**src/rtl/pc_gen_multi_stage_pkg.sv**
```systemverilog
// Shared types for the pre-fetch PC generator: address type, next-PC source codes,
// redirect source priority and the per-slot fetch bus element.
package pc_gen_multi_stage_pkg;

  typedef logic [31:0] virt_t;

  typedef logic [1:0] next_pc_src_t;
  localparam next_pc_src_t ST_SEQ    = 2'd0;
  localparam next_pc_src_t ST_DELAY  = 2'd1;
  localparam next_pc_src_t ST_TARGET = 2'd2;

  typedef enum logic [1:0] {
    RS_NONE  = 2'd0,
    RS_FLUSH = 2'd1,
    RS_CORR  = 2'd2,
    RS_BP    = 2'd3
  } redirect_src_t;

  typedef struct packed {
    logic  valid;
    virt_t pc;
  } fetch_slot_t;

  // Slot index width; a single-slot block still carries a 1-bit index.
  function automatic int slot_w(input int fw);
    return (fw > 1) ? $clog2(fw) : 1;
  endfunction

endpackage

```
**src/rtl/pc_gen_multi_stage_redirect_arbiter.sv**
```systemverilog
// Priority select of redirect sources (flush > correction > taken prediction);
// returns the redirect PC and the state the generator moves to.
module pc_redirect_arbiter
  import pc_gen_multi_stage_pkg::*;
#(
  parameter int FETCH_WIDTH = 2,
  parameter bit DELAY_SLOT  = 1'b1
) (
  input  logic                               flush_i,
  input  virt_t                              flush_target_i,
  input  logic                               corr_valid_i,
  input  virt_t                              corr_target_i,
  input  logic                               bp_valid_i,
  input  logic                               bp_taken_i,
  input  logic [slot_w(FETCH_WIDTH)-1:0]     bp_slot_i,
  input  virt_t                              bp_target_i,
  input  next_pc_src_t                       state_i,
  output logic                               redir_valid_o,
  output virt_t                              redir_pc_o,
  output next_pc_src_t                       redir_state_o
);

  localparam int SLOT_W = slot_w(FETCH_WIDTH);

  redirect_src_t src;

  // Predictions only count while fetching sequentially.
  always_comb begin
    src = RS_NONE;
    if (flush_i)                                              src = RS_FLUSH;
    else if (corr_valid_i)                                    src = RS_CORR;
    else if (bp_valid_i && bp_taken_i && state_i == ST_SEQ)   src = RS_BP;
  end

  always_comb begin
    redir_valid_o = (src != RS_NONE);
    redir_pc_o    = '0;
    redir_state_o = ST_TARGET;
    case (src)
      RS_FLUSH: redir_pc_o = flush_target_i;
      RS_CORR:  redir_pc_o = corr_target_i;
      RS_BP: begin
        redir_pc_o = bp_target_i;
        // A branch in the last slot still owes its delay slot from the next block.
        if (DELAY_SLOT && bp_slot_i == SLOT_W'(FETCH_WIDTH - 1))
          redir_state_o = ST_DELAY;
      end
      default: ;
    endcase
  end

endmodule

```
**src/rtl/pc_gen_multi_stage.sv**
```systemverilog
// Pre-fetch PC generator: one block-aligned I-cache request per cycle, per-slot PCs and
// valid mask for the fetch stage, redirects held until the I-cache accepts them.
module pc_gen_multi_stage
  import pc_gen_multi_stage_pkg::*;
#(
  parameter int          FETCH_WIDTH = 2,
  parameter logic [31:0] RESET_PC    = 32'hbfc0_0000,
  parameter bit          DELAY_SLOT  = 1'b1
) (
  input  logic                                  clk,
  input  logic                                  reset,
  input  logic                                  flush,
  input  logic [31:0]                           flush_target,
  input  logic                                  fs_allowin,
  input  logic                                  bp_valid,
  input  logic                                  bp_taken,
  input  logic [slot_w(FETCH_WIDTH)-1:0]        bp_slot,
  input  logic [31:0]                           bp_target,
  input  logic                                  corr_valid,
  input  logic [31:0]                           corr_target,
  output logic                                  icache_req,
  output logic [31:0]                           icache_addr,
  input  logic                                  icache_addr_ok,
  output logic [31:0]                           inst_vaddr,
  output logic                                  pfs_to_valid,
  output logic [FETCH_WIDTH-1:0][31:0]          out_pc,
  output logic [FETCH_WIDTH-1:0]                out_mask
);

  localparam int    BLOCK_BYTES = 4 * FETCH_WIDTH;
  localparam virt_t BLOCK_MASK  = ~virt_t'(BLOCK_BYTES - 1);

  typedef fetch_slot_t [FETCH_WIDTH-1:0] pfs_bus_t;

  logic         pfs_valid_q, pfs_valid_d;
  next_pc_src_t state_q, state_d;
  virt_t        cur_pc_q, cur_pc_d;
  virt_t        redirect_pc_q, redirect_pc_d;

  virt_t        next_pc;
  virt_t        off_slot;
  logic         redir_valid;
  virt_t        redir_pc;
  next_pc_src_t redir_state;
  pfs_bus_t     pfs_bus;

  assign next_pc      = (state_q == ST_TARGET) ? redirect_pc_q : cur_pc_q;
  assign icache_addr  = next_pc & BLOCK_MASK;
  assign inst_vaddr   = icache_addr;
  assign icache_req   = pfs_valid_q & fs_allowin & ~flush;
  assign pfs_to_valid = icache_req & icache_addr_ok;
  assign off_slot     = (next_pc & ~BLOCK_MASK) >> 2;

  pc_redirect_arbiter #(
    .FETCH_WIDTH (FETCH_WIDTH),
    .DELAY_SLOT  (DELAY_SLOT)
  ) u_arb (
    .flush_i        (flush),
    .flush_target_i (flush_target),
    .corr_valid_i   (corr_valid),
    .corr_target_i  (corr_target),
    .bp_valid_i     (bp_valid),
    .bp_taken_i     (bp_taken),
    .bp_slot_i      (bp_slot),
    .bp_target_i    (bp_target),
    .state_i        (state_q),
    .redir_valid_o  (redir_valid),
    .redir_pc_o     (redir_pc),
    .redir_state_o  (redir_state)
  );

  // Slots before the entry offset, and all but slot 0 of a delay-slot block, are masked.
  for (genvar g = 0; g < FETCH_WIDTH; g++) begin : g_slot
    assign pfs_bus[g].pc    = icache_addr + virt_t'(4 * g);
    assign pfs_bus[g].valid = pfs_to_valid && (virt_t'(g) >= off_slot) &&
                              !(state_q == ST_DELAY && g != 0);
    assign out_pc[g]        = pfs_bus[g].pc;
    assign out_mask[g]      = pfs_bus[g].valid;
  end

  always_comb begin
    pfs_valid_d   = 1'b1;
    state_d       = state_q;
    cur_pc_d      = cur_pc_q;
    redirect_pc_d = redirect_pc_q;
    if (pfs_to_valid)
      cur_pc_d = icache_addr + virt_t'(BLOCK_BYTES);
    if (redir_valid) begin
      state_d       = redir_state;
      redirect_pc_d = redir_pc;
    end else if (pfs_to_valid) begin
      case (state_q)
        ST_DELAY:  state_d = ST_TARGET;
        ST_TARGET: state_d = ST_SEQ;
        default:   ;
      endcase
    end
  end

  always_ff @(posedge clk) begin
    if (reset) begin
      pfs_valid_q   <= 1'b0;
      state_q       <= ST_SEQ;
      cur_pc_q      <= RESET_PC;
      redirect_pc_q <= '0;
    end else begin
      pfs_valid_q   <= pfs_valid_d;
      state_q       <= state_d;
      cur_pc_q      <= cur_pc_d;
      redirect_pc_q <= redirect_pc_d;
    end
  end

  // A taken prediction arriving while a redirect is outstanding is dropped; flag it.
  bp_outside_seq: assert property (@(posedge clk) disable iff (reset)
    (bp_valid && bp_taken && !flush && !corr_valid) |-> (state_q == ST_SEQ));

endmodule

```
**config.mk**
```make
export PLATFORM = sky130hd
export DESIGN_NAME = pc_gen_multi_stage
export DESIGN_NICKNAME = d
export VERILOG_FILES = /design/src/rtl/pc_gen_multi_stage_pkg.sv /design/src/rtl/pc_gen_multi_stage_redirect_arbiter.sv /design/src/rtl/pc_gen_multi_stage.sv
export SDC_FILE = /design/constraint.sdc
export NUM_CORES = 1
export LEC_CHECK = 0
export CORE_ASPECT_RATIO = 0.9
export CORE_MARGIN = 8
export CORE_UTILIZATION = 45
export DETAILED_ROUTE_END_ITERATION = 6
export GPL_TIMING_DRIVEN = 0
export PLACE_DENSITY_LB_ADDON = 0.15
export REMOVE_ABC_BUFFERS = 1
export SLEW_MARGIN = 20
export SYNTH_ARGS = -nofsm -noshare
export SYNTH_HDL_FRONTEND = slang
export SYNTH_HIERARCHICAL = 1
export SYNTH_SLANG_ARGS = --single-unit
```
**constraint.sdc**
```tcl
create_clock -name clk -period 6.3 [get_ports clk]
set_input_delay 1.89 -clock clk [delete_from_list [all_inputs] [get_ports clk]]
set_output_delay 1.89 -clock clk [all_outputs]
set_load 0.005 [all_outputs]
```
=== Word-level counts from Yosys, hierarchy flattened ===
Cells that the tools add are included.

* Equality and inequality tests: 5
* Bitwise logic cells: 4
* Reduce and logical (&&, ||, !) cells: 11
* Muxes and demuxes: 11
* Add/subtract/negate cells: 2
* Magnitude comparators: 2

{| class="wikitable"
|+ Operators with widths
! kind !! count
|-
| $pmux 32 s3 || 1
|-
| $add 32x3->32 const B || 1
|-
| $add 32x4->32 const B || 1
|-
| $mux 32 || 1
|-
| $mux 2 || 7
|-
| $eq 2x2->1 const B || 3
|-
| $logic_and 1x1->1 || 5
|-
| $eq 2x1->1 const B || 2
|-
| $pmux 2 s2 || 1
|-
| $reduce_bool 2->1 || 2
|-
| $and 1x1->1 || 3
|-
| $reduce_bool 3->1 || 1
|-
| $ge 1x1->1 const A || 2
|-
| $logic_not 2->1 || 1
|-
| $reduce_and 2->1 || 1
|-
| $logic_not 1->1 || 1
|-
| $mux 1 || 1
|-
| $not 1->1 || 1
|}

* Output and inout port bits: 132
* Input port bits: 105
* Word-level logic and storage cells: 39
* Register bits: 67

=== Depth between registers and ports, before layout ===
Gate-level depths: netlist of run 1.

* Word-level depth: 8
* Depth in mapped cells: 12
* Gate-level depth less buffers: 8

=== By module ===
The synthesis of run 1 kept the hierarchy.

{| class="wikitable"
|+ Modules (own cells, without submodules)
! module !! instances !! area an instance (µm²) !! seq. area each (µm²) !! cells an instance
|-
| pc_gen_multi_stage || 1 || 4,390.5 || 1,241.2 || 538
|-
| pc_redirect_arbiter || 1 || 676.9 || 0.0 || 118
|}

=== Worst setup path before layout of run 1 ===
Ideal clock, no wire load.

* Kind: input to output
* Start: input fs_allowin
* End: output pfs_to_valid
* Cell stages on the path: 6
* Arrival time: 2.891 ns
* Data required time: 4.410 ns
* Path slack: 1.519 ns
* Path buffers: 2
* Cells stage by stage: nand2_1 nor2_1 nand2_1 inv_1 clkbuf_1 buf_1

* Word-level cells in the longest chain between the ends: 3

{| class="wikitable"
|+ Ends and longest elaborated chain
! element !! line !! text
|-
| start: declaration || pc_gen_multi_stage.sv:14 || <nowiki>input logic fs_allowin,</nowiki>
|-
| $and 1x1->1 (2 in a row) || pc_gen_multi_stage.sv:50 || <nowiki>assign icache_req = pfs_valid_q & fs_allowin & ~flush;</nowiki>
|-
| via icache_req || pc_gen_multi_stage.sv:21 || <nowiki>output logic icache_req,</nowiki>
|-
| $and 1x1->1 || pc_gen_multi_stage.sv:51 || <nowiki>assign pfs_to_valid = icache_req & icache_addr_ok;</nowiki>
|-
| end: declaration || pc_gen_multi_stage.sv:25 || <nowiki>output logic pfs_to_valid,</nowiki>
|}

The timed path passes the listed nets, and every way through them passes these cells.

=== Worst setup path after layout of run 1 ===
* Start: input flush
* End: output pfs_to_valid

* Word-level cells in the longest chain between the ends: 3

{| class="wikitable"
|+ Ends and longest elaborated chain
! element !! line !! text
|-
| start: declaration || pc_gen_multi_stage.sv:12 || <nowiki>input logic flush,</nowiki>
|-
| $not 1->1 || pc_gen_multi_stage.sv:50 ||
|-
| $and 1x1->1 || pc_gen_multi_stage.sv:50 ||
|-
| $and 1x1->1 || pc_gen_multi_stage.sv:51 ||
|}

Every way passes these cells.

==> results of run 1 <==
[registers in the layout, indices dropped and copies added, names as in the netlist]
register / cells
state_q: 2
pfs_valid_q: 1
cur_pc_q: 29
redirect_pc_q: 30
[path summary, 6_finish.rpt]
check | endpoint | slack, ns | cells after the start
setup / recovery | pfs_to_valid | 0.28 | 6
hold / removal | cur_pc_q[8] | 0.46 | 2
setup reg to reg | cur_pc_q[21] | 3.09 | 8
hold reg to reg | cur_pc_q[8] | 0.46 | 2
[worst reg2reg max path, delay by kind of cell (launching register included)]
| family | cells | cell delay, ns |
|---|---|---|
| compound gates | 1 | 0.33 |
| fa+ha+maj | 1 | 0.38 |
| simple gates | 6 | 1.92 |
| flops | 1 | 0.48 |
[power by group through the flow]
stage / clock (mW) / sequential (mW) / combinational (mW)
4_1_cts: 0.466 / 0.425 / 0.323
3_5_place_dp: 0 / 0.433 / 0.322
2_1_floorplan: 0 / 0.428 / 0.126
3_3_place_gp: 0 / 0.432 / 0.316
6_report: 0.463 / 0.425 / 0.319
5_1_grt: 0.488 / 0.427 / 0.346
[metrics by stage]
step / utilization [%] / area (sq um) / hold WS, ns
floorplan: - / 4070 / 0.425
global placement: 59.4 / 6440 / 0.440
detailed placement: 60.1 / 6520 / 0.453
CTS: 62.6 / 6790 / 0.460
global route: 62.6 / 6800 / 0.479
finish: 62.6 / 6800 / 0.458
[layout make-up]
cell class              count  area, sq um  area share, %
multi-input cells         446         2810           41.3
clock buffers              13          270           3.97
inverters                  11         45.0          0.662
clock inverters             1         5.00         0.0736
well taps                 152          190           2.80
repair buffers            221         2240           33.0
flip-flops and latches     62         1240           18.3
[cell usage in the layout, fill, tap and decap left out, drive strengths merged, types with 2 or more instances in the layout]
cell             n
and3            11
nand2          133
o2111ai          3
and4             4
nand3           18
buf              4
mux2i           52
o21ai           42
nor3             8
a22oi           30
nor4            11
o31ai            7
xnor2           11
nor3b            2
inv             10
dfxtp           62
nor4b            2
o211ai           5
a311o            3
conb            12
a21oi           21
or4              2
nand4            6
clkbuf          14
nor2            39
nor2b            2
mux2             7
nand3b           2
clkdlybuf4s50  216
a31oi            3
and2             2
[per-layer routing]
metal	global-route usage (%)	up-vias	part of all wire [%]
li1	-	2341	-
met4	6.41	0	0.86
met1	23.7	2194	42
met3	5.61	9	9.1
met5	0	-	0
met2	35.2	197	48
[repair_timing]
| item | 4_1_cts | 5_1_grt |
|---|---|---|
| setup endpoints to repair | 0 | 1 |
| gates resized for setup | 0 | 2 |
| hold buffers | 0 | 0 |
==> impl_metrics.py, run 1 <==
metrics = {
    "outcome": {
        "status": "completed",
    },
    "timing": {
        "tns_ns": 0,
        "max_slew_margin_pct": 35.1,
        "maxSlewViolCount": 0,
        "tightestPinTransition_ns": 0.973,
        "setup_slack_ns": 0.276,
        "period_share_pct": 95.6,
        "finalHoldViolations": 0,
        "period_minus_slack_ns": 6.02,
        "rsz0062_at_grt": "no",
        "fmax_mhz": 166,
        "setup_violations": 0,
        "skew_ns": 0.00591,
    },
    "route": {
        "firstDrtPassIters": 4,
        "wire_per_inst_microns": 17.1,
        "drc": 0,
        "drtIter0Drc": 295,
        "vias": 4741,
        "via_per_inst": 5.23,
        "drt-total-wl_mm": 15.5,
        "antenna_left": 0,
    },
    "finish": {
        "syn2layout_area_growth_pct": 35.1,
        "fin_nets": 857,
        "layout-drive-gt1-share_pct": 6.90,
        "diodes": 0,
        "fillers": 985,
        "fin_cells": 906,
    },
    "logic_synthesis": {
        "synth.cell_area_sq_um": 5030,
        "netlist_instances": 650,
        "yosys_warnings": 6,
        "synth_area_per_cell_sq_um": 7.75,
    },
    "global_routing": {
        "grt_max_degree": 44,
        "grt_overflow": 0,
        "antenna_found_initial": 0,
        "grt_pass1_vias": 4883,
        "grt_pass1_wl_mm": 24.3,
        "grtUsageTotal_pct": 20.2,
    },
    "worst_setup_path": {
        "crit_buf_inv": 4,
        "cp.arrival_ns": 4.13,
        "critical-path-top-delay-family": "buffers and inverters",
        "cp_slowest_stage_delay_ns": 0.61,
        "cpMaxStageDelayCell": "clkdlybuf4s50_1",
        "end_kind": "output port",
        "r2r-start": "state_q[1]",
        "path_max_fanout": 36,
        "crit_type": "primary input to output port",
        "crit_start": "flush",
        "crit_path_start_kind": "primary input",
        "path_cells": "clkbuf_4, nor2_1, nand2_2, buf_12, clkinvlp_4, clkdlybuf4s50_1",
        "worstPathRequired_ns": 4.41,
    },
    "clocking": {
        "cts_buffers": 9,
        "post_cts_buffers": 0,
        "cts_max_path_buffers": 2,
        "cts_sinks": 62,
        "cts_root_buffer": "clkbuf_16",
        "htreeDepth": 3,
        "clk_pin_slew_ns": 0.05,
        "clk_latency_ns": 0.32,
        "cts_tree": "yes",
    },
    "power": {
        "p_int_mw": 0.887,
        "clkPwrFrac_pct": 38.3,
        "p_total_mw": 1.21,
        "cellPowerDensity_nw_per_um2": 178,
        "switchingPower_mw": 0.320,
        "switching_share_pct": 26.5,
        "p_seq_share_pct": 35.2,
        "irDropWorstVdd_uv": 122,
        "p_comb_share_pct": 26.5,
        "p_leak_nw": 2.68,
    },
    "floorplan": {
        "core_sq_um": 10900,
        "die-height_microns": 116,
        "fp-row-count": 36,
        "initial_core_util_pct": 46.4,
        "die_area_sq_um": 14800,
        "ios": 237,
        "die_x_microns": 127,
    },
    "worst_hold_path": {
        "hp-class": "flip-flop to flip-flop",
        "holdCritStartpoint": "cur_pc_q[8]",
    },
    "placed_design": {
        "gp_congestion": 0.815,
        "dp_hpwl_mm": 11.4,
        "dp_cells": 892,
        "port_buffers": 218,
        "dp_worst_setup_slack_ns": 0.0218,
    },
    "run": {
        "cap_violations": 0,
    },
}
No activity file was read; power rests on OpenSTA's default activity.
==> run 2: changes to the inputs <==
CORE_UTILIZATION = 44   (was 45)
CTS_CLUSTER_SIZE = 20   (was default)
SYNTH_HIERARCHICAL = default   (was 1)
==> run 2 against run 1 <==
The flow now finishes with violations (DRC). Non-clock buffer count increased by 5. Via count decreased by 0.72%. Maximum frequency increased by 1.7%. Design area decreased by 3.7%. Critical path depth decreased by 1. Count of clock-buffer cells in the layout increased by 1. Die area decreased by 5.2%. Synthesized area decreased by 8.1%. Flip-flop and latch count unchanged.
==> impl_metrics.py, run 2 <==
metrics = {
    "outcome": {
        "status": "finished with violations",
        "violations": "DRC",
    },
    "power": {
        "cellPowerDensity_nw_per_um2": 199,
        "p_leak_nw": 2.35,
        "p_total_mw": 1.30,
        "irDropWorstVdd_uv": 160,
    },
    "route": {
        "drc": 1,
        "vias": 4707,
        "via_per_inst": 5.51,
        "drtIter0Drc": 333,
        "antenna_left": 0,
        "drt-total-wl_mm": 15.0,
        "wire_per_inst_microns": 17.5,
        "firstDrtPassIters": 7,
    },
    "global_routing": {
        "use_met3_pct": 5.77,
        "grt_max_degree": 42,
        "antenna_found_initial": 0,
        "grt_overflow": 0,
        "use_met1_pct": 23.1,
        "use_met2_pct": 35.0,
        "grt_pass1_vias": 4642,
        "grt_busiest_layer": "met2",
        "grtUsageTotal_pct": 20.0,
        "grt_pass1_wl_mm": 23.0,
    },
    "finish": {
        "syn2layout_area_growth_pct": 41.6,
        "diodes": 0,
        "layout_commonest_cell": "clkdlybuf4s50_1",
        "top_register": "redirect_pc_q",
        "final_util_pct": 63.9,
        "stdcell_area_sq_um": 6550,
        "fin_nets": 827,
        "layout-drive-gt1-share_pct": 8.13,
        "top_regs": "redirect_pc_q (30), cur_pc_q (29), state_q (2)",
        "largest_register_ffs": 30,
        "final_cell_mix": "216 x clkdlybuf4s50_1, 151 x nand2_1, 62 x dfxtp_1",
    },
    "clocking": {
        "post_cts_buffers": 0,
        "cts_tree": "yes",
        "cts_root_buffer": "clkbuf_16",
        "htreeDepth": 3,
        "cts_resized": 0,
        "clk_latency_ns": 0.33,
        "cts_sinks": 62,
        "cts_buffers": 9,
        "clk_pin_slew_ns": 0.05,
        "cts_max_path_buffers": 2,
        "holdBufCountCts": 0,
    },
    "floorplan": {
        "die_area_sq_um": 14100,
        "ios": 237,
        "initial_core_util_pct": 45.2,
        "fp-row-count": 35,
        "core_sq_um": 10200,
        "die_x_microns": 124,
        "die-height_microns": 113,
    },
    "placed_design": {
        "gp_congestion": 0.855,
        "dp_hpwl_mm": 11.2,
        "dp_worst_setup_slack_ns": 0.0877,
        "place_area_sq_um": 6190,
        "port_buffers": 218,
    },
    "logic_synthesis": {
        "yosys_warnings": 0,
        "yosys.area.top_type_share_pct": 26.8,
        "synth_area_leaders": "dfxtp_1 27%, buf_4 16%, nand2_1 12%, a222oi_1 6.5%, a21oi_1 6.2%",
        "synth.largest_area_cell": "dfxtp_1",
        "synth-seq-cells": 62,
        "synth_edf_count": 0,
        "yosys.cell_count.top_type": "nand2_1",
        "synth_top_flop_cell": "dfxtp_1",
        "synth_area_per_cell_sq_um": 7.60,
        "synth.cell_area_sq_um": 4630,
        "synth_commonest_cells": "152 x nand2_1, 99 x buf_4, 62 x dfxtp_1",
        "netlist_instances": 609,
        "yosysSeqAreaShare_pct": 26.8,
        "synth-async-reset-ratio_pct": 0,
        "synth_cell_types": 50,
    },
    "worst_setup_path": {
        "worstPathRequired_ns": 4.41,
        "crit_path_start_kind": "primary input",
        "crit_type": "primary input to output port",
        "path_max_fanout": 34,
        "cp.arrival_ns": 4.03,
        "end_kind": "output port",
    },
    "timing": {
        "period_minus_slack_ns": 5.92,
        "tightestPinTransition_ns": 1.11,
        "period_share_pct": 94.0,
        "finalHoldViolations": 0,
        "setup_slack_ns": 0.379,
        "rsz0062_at_grt": "no",
        "skew_ns": 0.00518,
        "setup_violations": 0,
        "maxSlewViolCount": 0,
        "fmax_mhz": 169,
        "max_slew_margin_pct": 26.3,
        "tns_ns": 0,
    },
    "run": {
        "cap_violations": 0,
    },
    "worst_hold_path": {
        "hp-class": "flip-flop to flip-flop",
    },
}
## run 2: worst max-delay path, cell delays in order
cell	delay, ns
buf_2	0.56
and3b_1	0.28
nand2_2	0.18
clkinvlp_4	0.49
clkdlybuf4s50_1	0.61
## run 2: path summary, 6_finish.rpt
| kind | cells past startpoint | slack, ns | startpoint | to |
|---|---|---|---|---|
| worst max-delay path | 5 | 0.38 | flush | pfs_to_valid |
| worst min-delay path | 2 | 0.46 | redirect_pc_q[31] | redirect_pc_q[31] |
| worst max register to register | 8 | 2.88 | state_q[1] | cur_pc_q[31] |
| worst min register to register | 2 | 0.46 | redirect_pc_q[31] | redirect_pc_q[31] |
## run 2: cell type report
cell class / instances / area, sq um
Tap cell: 129 / 161
Multi-Input combinational cell: 417 / 2500
Fill cell: 894 / 3700
Clock inverter: 2 / 60.1
Inverter: 5 / 22.5
Sequential cell: 62 / 1240
Clock buffer: 14 / 294
Timing Repair Buffer: 226 / 2270
## run 2: power by group
part | switching [mW] | internal [mW]
sequential | 0.0164 | 0.410
combinational | 0.122 | 0.179
clock | 0.173 | 0.400
total | 0.312 | 0.989
## run 2: through the flow
step	cells	hold WS, ns
6_report	855	0.455
5_1_grt	855	0.476
4_1_cts	855	0.451
3_5_place_dp	839	0.446
3_3_place_gp	831	0.440
2_1_floorplan	484	0.423
## run 2: kinds of logic after synthesis
family	count (synthesis)	share of synthesized area, %
muxes	29	8.38
xor gates and xnor gates	11	2.08
other	2	0.162
AOI/OAI and AO/OA	118	17.4
buffers and inverters	140	20.5
adders and majority gates	1	0.270
DFF	62	26.8
and+or+nand+nor	246	24.4
## run 2: metal layers
layer	vias up	wire, microns
li1	2269	-
met1	2206	6060
met2	216	7330
met3	16	1430
met4	0	155
met5	-	0
